### config.mk
export PLATFORM = sky130hd
export DESIGN_NAME = mult_controller
export DESIGN_NICKNAME = d
export VERILOG_FILES = /design/src/rtl/multiplier_pkg.sv /design/src/rtl/mult_controller.sv
export SDC_FILE = /design/constraint.sdc
export NUM_CORES = 1
export LEC_CHECK = 0
export CAP_MARGIN = 25
export CORE_AREA = 2 2 39 41
export CTS_BUF_LIST = sky130_fd_sc_hd__clkbuf_4 sky130_fd_sc_hd__clkbuf_8 sky130_fd_sc_hd__clkbuf_16
export DETAILED_ROUTE_END_ITERATION = 16
export DIE_AREA = 0 0 41 43
export PLACE_DENSITY_LB_ADDON = 0.1
export RECOVER_POWER = 100
export SYNTH_ARGS = -nofsm -noshare
export SYNTH_HDL_FRONTEND = slang
export SYNTH_SLANG_ARGS = --single-unit
### constraint.sdc
create_clock -name clk -period 2.4 [get_ports clk]
set_input_delay 0.36 -clock clk [delete_from_list [all_inputs] [get_ports clk]]
set_output_delay 0.36 -clock clk [all_outputs]
set_load 0.02 [all_outputs]
### src/rtl/multiplier_pkg.sv
// Shared constants and state/strobe types for the D1 shift-add multiplier.
// The controller, iteration counter and datapath all import this package.
package multiplier_pkg;

  localparam int ITERATIONS = 4;
  localparam int COUNT_W    = 3;

  typedef enum logic [2:0] {
    IDLE = 3'd0,
    INIT = 3'd1,
    TEST = 3'd2,
    ADDS = 3'd3,
    SHFT = 3'd4,
    FIN  = 3'd5
  } mult_state_t;

  // One bit per controller output, in port order.
  typedef struct packed {
    logic ready;
    logic reset;
    logic decrement;
    logic load;
    logic add;
    logic shift;
    logic done;
  } ctrl_t;

endpackage

### src/rtl/mult_controller.sv
// Moore control FSM sequencing one 4-bit shift-add multiply: 11+k cycles from START to READY.
// No backpressure: START is taken only in IDLE, and START in any other state is dropped.
module mult_controller #(
  parameter int COUNT_W = multiplier_pkg::COUNT_W
) (
  input  logic               clk,
  input  logic               n_reset,
  input  logic               START,
  input  logic               Q0,
  input  logic [COUNT_W-1:0] count,
  output logic               RESET,
  output logic               DECREMENT,
  output logic               LOAD,
  output logic               ADD,
  output logic               SHIFT,
  output logic               READY,
  output logic               DONE
);
  import multiplier_pkg::*;

  mult_state_t state;
  mult_state_t state_nxt;
  ctrl_t       ctrl;

  always_ff @(posedge clk or negedge n_reset) begin
    if (!n_reset) begin
      state <= IDLE;
    end else begin
      state <= state_nxt;
    end
  end

  // count is read in TEST, one edge after SHFT has applied DECREMENT.
  always_comb begin
    state_nxt = IDLE;
    ctrl      = '0;
    case (state)
      IDLE: begin
        ctrl.ready = 1'b1;
        state_nxt  = START ? INIT : IDLE;
      end
      INIT: begin
        ctrl.reset = 1'b1;
        ctrl.load  = 1'b1;
        state_nxt  = TEST;
      end
      TEST: begin
        if (count == '0) begin
          state_nxt = FIN;
        end else if (Q0) begin
          state_nxt = ADDS;
        end else begin
          state_nxt = SHFT;
        end
      end
      ADDS: begin
        ctrl.add  = 1'b1;
        state_nxt = SHFT;
      end
      SHFT: begin
        ctrl.shift     = 1'b1;
        ctrl.decrement = 1'b1;
        state_nxt      = TEST;
      end
      FIN: begin
        ctrl.done = 1'b1;
        state_nxt = IDLE;
      end
      default: begin
        state_nxt = IDLE;
      end
    endcase
  end

  assign READY     = ctrl.ready;
  assign RESET     = ctrl.reset;
  assign DECREMENT = ctrl.decrement;
  assign LOAD      = ctrl.load;
  assign ADD       = ctrl.add;
  assign SHIFT     = ctrl.shift;
  assign DONE      = ctrl.done;

endmodule

==> results of run 1 <==
worst max-delay path: cells and delay by family (launching register included):
| family | cells | cell delay, ns |
|---|---|---|
| flops | 1 | 0.45 |
| simple gates | 2 | 0.42 |
| buf+inv | 1 | 0.67 |
report_power, final:
part           internal [mW]  switching, mW  total, mW
logic                  0.120          0.122      0.242
clock network         0.0737         0.0281      0.102
registers             0.0737         0.0388      0.113
total                  0.267          0.189      0.456
metrics by stage:
stage	instance area (sq um)	worst slack, ns
final	368	0.261
after global routing	368	0.163
after floorplan	208	0.770
after CTS	373	0.290
after detailed placement	343	0.555
after global placement	343	0.558
final cells by class:
cell class	instances	area [sq um]
clock buffers	4	30.0
fillers	155	1020
inverters	3	11.3
multi-input cells	13	101
flip-flops and latches	3	75.1
well taps	16	20.0
repair buffers	13	130
cell usage after synthesis:
cell type	number	area share, %
inv_1	3	5.4
or2_2	1	3.0
a311oi_2	2	14
and3_1	2	6.0
nor4bb_1	1	4.8
dfrtp_1	3	36
nor2_1	2	3.6
or3_4	1	5.4
a22o_2	1	4.8
xor2_1	1	4.2
nor3_1	2	4.8
buf_4	2	7.2
cell families (layout without fill, tap and decap cells):
| kind of cell | count (synthesis) | after routing | synth area share (%) |
|---|---|---|---|
| compound gates | 3 | 3 | 19.3 |
| buf+inv | 5 | 20 | 12.6 |
| xor+xnor | 1 | 1 | 4.22 |
| simple gates | 9 | 9 | 27.7 |
| flops | 3 | 3 | 36.1 |
metal layers:
metal,part of all wire [%],global-route usage [%]
met3,7.7,1.57
met5,0,0
met2,40,8.44
met4,8.1,14.0
met1,44,7.40
final timing paths:
path                            startpoint        to  slack [ns]  cells past startpoint
worst min register to register    state[2]  state[2]        0.59                      1
min in group clk                  state[2]  state[2]        0.59                      1
worst max-delay path              state[2]     READY        0.26                      3
max in group asynchronous          n_reset  state[2]        1.89                      1
worst min-delay path               n_reset  state[0]        0.37                      1
worst max register to register    state[2]  state[0]        1.36                      2
==> metrics.md, run 1 <==
| Metric | Value |
|---|---|
| Routed WL per cell | `a little over 9 microns` |
| Worst vdd ir | `0.000246 V` |
| Row count | `14` |
| IO Pins | `14` |
| Fin. Hold Viols | `0` |
| Post-route ant nets | `0` |
| Routed WL | `around 480 microns` |
| Synth unique cells | `12` |
| CP Max Fanout | `8` |
| Worst path slowest cell | `dlygate4sd3_1` |
| Clock Latency Late Sink | `0.24 ns` |
| Fin. max-slew vios | `0` |
| RSZ-0062 raised after global routing | `no` |
| CP Data Arrival Time | `about 1.8 ns` |
| Clk pin slew, worst setup/hold paths | `~0.040 ns` |
| Outcome | `finished, final reports clean` |
| Synthesis Warnings | `0` |
| P&R area growth vs syn | `77.1%` |
| CTS max path bufs | `2` |
| Max FFs per register | `3` |
| Number of post-CTS setup repair buffers | `0` |
| Chip width | `slightly above 40 microns` |
| Hold Crit Class | `in -> async` |
| Initial antenna violation count | `0` |
| DPL Wire Length | `roughly 370 microns` |
| DRC viols | `0` |
| Worst slew margin | `83.3%` |
| Hold Buf Count CTS | `0` |
| Post-CTS sizing | `0` |
| CTS root buffer | `clkbuf_4` |
| Htree depth | `1` |
| Leak pwr | `between 0.15 and 0.2 nW` |
| Biggest register | `state` |
| FF+latch count, synth | `3` |
| Critical path class | `reg -> out` |
| First-pass GRT wire length | `745 microns` |
| Synth Area per Inst | `~10 sq um` |
| Setup violators final | `0` |
| Highest clock rate | `between 0.4 and 0.5 GHz` |
| Post-Syn Nets | `28` |
| Max-cap violation count | `0` |
| Total power | `0.456 mW` |
| Final core utilization | `26.6%` |
| CTS tree | `built` |
| Data required, critical path | `~2.0 ns` |
| Gr ovfl total | `0` |
| Post-synthesis sequential area ratio | `36.1%` |
| Core box area | `roughly 0.0014 sq mm` |
| Cell chain of the critical path | `or2_2 -> nor2_1 -> dlygate4sd3_1` |
| Final nets | `44` |
| PortBufs | `13` |
| Pwr/cell area | `between 1000 and 1500 mW/mm^2` |
| Cells after synthesis | `21` |
| TritonCTS Buffers | `3` |
| Slew @ Worst Pin | `about 0.25 ns` |
| Share of layout cells above drive strength 1 | `roughly 22%` |
| GP Congestion | `between 0.7 and 0.8` |
| Largest net degree at the start of global routing | `9` |
| Final hold slack | `~0.37 ns` |
| Shortest period the worst path allows | `around 2.1 ns` |
| Non-filler instance count after layout | `52` |
| Clock Sinks | `3` |
| Placed cells | `48` |
| Starting DRT DRC Count | `3` |
| Endpoint type of the worst setup path | `primary output` |
| Ant. Diodes | `0` |
| Final clock skew | `about 0.0018 ns` |
| All-Layer GR Usage | `7.43%` |
| CP Launch Type | `flip-flop` |
| Most frequent cells in the layout | `dlygate4sd3_1, clkbuf_4, clkdlybuf4s50_1, inv_1, dfrtp_1` |
| Post-DR vias/cell | `a little over 4` |
| Final Cycle Share | `between 80% and 90%` |
| Initial core utilization | `15.0%` |
| Mapped cell area | `around 210 sq um` |
| Top flop regs | `state x3` |
| Via count | `211` |
| Setup TNS | `0 ns` |
| Die Height | `roughly 43 microns` |
| DIE AREA | `about 0.0018 sq mm` |
| Crit path largest cell delay | `~0.67 ns` |
| Most common cell after layout, fill and taps aside | `dlygate4sd3_1` |
| Vias in the first global route | `182` |
| First drt pass iteration count | `4` |
(Power assumes the default switching activity.)
==> run 2: changes to the inputs <==
- MAX_ROUTING_LAYER: default -> met4
==> results of run 2 <==
No change in the layout: final DEF, timing and power equal those of run 1.
Among the figures that moved: final weighted congestion in routability-driven placement 0.703 -> 0.710; overall routing resource usage 7.43% -> 7.61%
==> run 3: changes to the inputs <==
- ABC_AREA: default -> 1
- CORE_AREA: 2 2 39 41 -> 3 3 40 42
- DIE_AREA: 0 0 41 43 -> 0 0 43 45
==> run 3 against run 2 <==
Final cell count increased by 21%; sequential cell count unchanged; largest cell class unchanged; first-iteration DRC count decreased by 33%; global-route usage decreased by 2.6 points; die area increased by 9.8%; largest power group unchanged.
==> metrics.md, run 3 <==
| Metric | Value |
|---|---|
| Design area | `between 300 and 400 sq um` |
| Yosys top cell area share | `a little over a third` |
| Main flop type after synthesis | `dfrtp_1` |
| IO Pins | `14` |
| Vias in the first global route | `approximately 200` |
| Data required, critical path | `between 2 and 2.5 ns` |
| Via count | `229` |
| Final hold slack | `0.388 ns` |
| FF+latch count, synth | `3` |
| Fin. max-slew vios | `0` |
| Crit path largest cell delay | `a little under 0.7 ns` |
| Share of layout cells above drive strength 1 | `between 10% and 20%` |
| Routed WL | `~470 microns` |
| Largest net degree at the start of global routing | `7` |
| TritonCTS Buffers | `3` |
| CP Max Fanout | `4` |
| All-Layer GR Usage | `around 5.0%` |
| Cell chain of the critical path | `nor2_2 -> inv_2 -> nor2_1 -> dlygate4sd3_1` |
| Number of post-CTS setup repair buffers | `0` |
| Row count | `13` |
| RSZ-0062 raised after global routing | `no` |
| DIE AREA | `~0.0019 sq mm` |
| Post-Syn Nets | `40` |
| Worst path slowest cell | `dlygate4sd3_1` |
| CP Launch Type | `flip-flop` |
| Fillers | `153` |
| Core box area | `0.00128 sq mm` |
| Non-filler instance count after layout | `63` |
| Clock Latency Late Sink | `0.22 ns` |
| Synth unique cells | `9` |
| Max FFs per register | `3` |
| First drt pass iteration count | `2` |
| First-pass GRT wire length | `~710 microns` |
| Slew @ Worst Pin | `0.219 ns` |
| Bufs and invs on worst path | `2` |
| Most numerous cell in the Yosys netlist | `nand2_1` |
| Post-route ant nets | `0` |
| Async S/R FF share, synth | `100%` |
| CTS max path bufs | `2` |
| Post-synth EDFFs | `0` |
| CTS tree | `built` |
| Final Cycle Share | `81.4%` |
| Pwr/cell area | `approximately 1200 mW/mm^2` |
| Highest clock rate | `about 0.5 GHz` |
| Chip width | `around 43 microns` |
| Gr ovfl total | `0` |
| Top flop regs | `state x3` |
| Final nets | `56` |
| Fin. Hold Viols | `0` |
| Cells after synthesis | `33` |
| Synth Area per Inst | `roughly 6.3 sq um` |
| CTS root buffer | `clkbuf_4` |
| Yosys top cell by area | `dfrtp_1` |
| Clk pin slew, worst setup/hold paths | `around 0.030 ns` |
| Hold Crit Class | `in -> async` |
| Initial antenna violation count | `0` |
| GP Congestion | `around 0.76` |
| Post-CTS sizing | `0` |
| Placed Area | `approximately 340 sq um` |
| P&R area growth vs syn | `79.4%` |
| Synth top area cells | `dfrtp_1, nand2_1, nor2_2` |
| Mapped cell area | `206 sq um` |
| Worst slew margin | `roughly 85%` |
| CP Data Arrival Time | `between 1.5 and 2 ns` |
| Biggest register | `state` |
| Final clock skew | `around 0.000056 ns` |
| Levels on crit path | `4` |
| Hold Buf Count CTS | `0` |
| Synthesis Warnings | `0` |
| DPL Wire Length | `399 microns` |
| Total power | `approximately 0.46 mW` |
| Starting DRT DRC Count | `2` |
| Worst vdd ir | `0.000213 V` |
| Leak pwr | `about 0.21 nW` |
| R2r worst-path depth | `5` |
| Placed cells | `~60` |
| Family with the most delay on the worst path | `buffers and inverters` |
| Synth cell count leaders | `nand2_1, inv_1, nor2_1, dfrtp_1, nor2_2` |
| Die Height | `~45 microns` |
| Clock Sinks | `3` |
| Setup violators final | `0` |
| Outcome | `finished, final reports clean` |
| Htree depth | `1` |
| Initial core utilization | `16.1%` |
| Max-cap violation count | `0` |
| Critical path class | `reg -> out` |
| PortBufs | `13` |
| DRC viols | `0` |
| Shortest period the worst path allows | `approximately 2 ns` |
| Post-synthesis sequential area ratio | `a little over a third` |
| Endpoint type of the worst setup path | `primary output` |
| Routed WL per cell | `7.38 microns` |
| Ant. Diodes | `0` |
| Most common cell after layout, fill and taps aside | `nand2_1` |
| Most frequent cells in the layout | `nand2_1, dlygate4sd3_1` |
| Setup TNS | `0 ns` |
| Post-DR vias/cell | `about 3.6` |
## run 3: changes by cell type in the layout (fill, tap and decap cells not counted), moves of 2 or more
cell	delta
nor3_1	-2
nand2_1	+12
nor2_2	+3
nand3_1	+2
and3_1	-2
a311oi_2	-2
nor2_1	+2
inv_2	+2
## run 3: logic make-up after synthesis
family / count (synthesis) / synth area share [%]
buffers and inverters: 8 / 18.2
AOI/OAI and AO/OA: 1 / 2.42
and+or+nand+nor: 21 / 43.0
DFF: 3 / 36.4
## run 3: per-layer routing
metal,up-vias,global-route usage (%),routed length (microns)
met2,9,8.98,235
met1,95,5.31,192
met5,-,-,0
met4,0,3.61,0
met3,0,0,37
li1,125,-,-
## run 3: where the power goes
part	internal [mW]	leakage, nW	switching [mW]	total, mW
Sequential	0.0755	0.0382	0.0274	0.103
Clock	0.0733	0.0184	0.0225	0.0958
Combinational	0.107	0.154	0.153	0.260
## run 3: path summary, 6_finish.rpt
check | from | end | slack (ns)
hold / removal | n_reset | state[0] | 0.39
hold reg to reg | state[2] | state[0] | 0.61
min in group clk | state[2] | state[0] | 0.61
setup reg to reg | state[2] | state[1] | 1.48
max in group asynchronous | n_reset | state[2] | 1.87
setup / recovery | state[1] | DECREMENT | 0.45
## run 3: layout make-up
cell class / instances / area (sq um) / share of cell area (%)
Tap cell: 15 / 18.8 / 5.07
Timing Repair Buffer: 13 / 130 / 35.1
Multi-Input combinational cell: 22 / 93.8 / 25.3
Clock buffer: 4 / 30.0 / 8.11
Sequential cell: 3 / 75.1 / 20.3
Inverter: 6 / 22.5 / 6.08
## run 3: through the flow
step / setup slack (ns) / utilization, %
final: 0.446 / 28.8
after global routing: 0.340 / 28.8
after CTS: 0.479 / 28.8
after detailed placement: 0.721 / 26.5
after global placement: 0.734 / 26.5
after floorplan: 0.944 / -
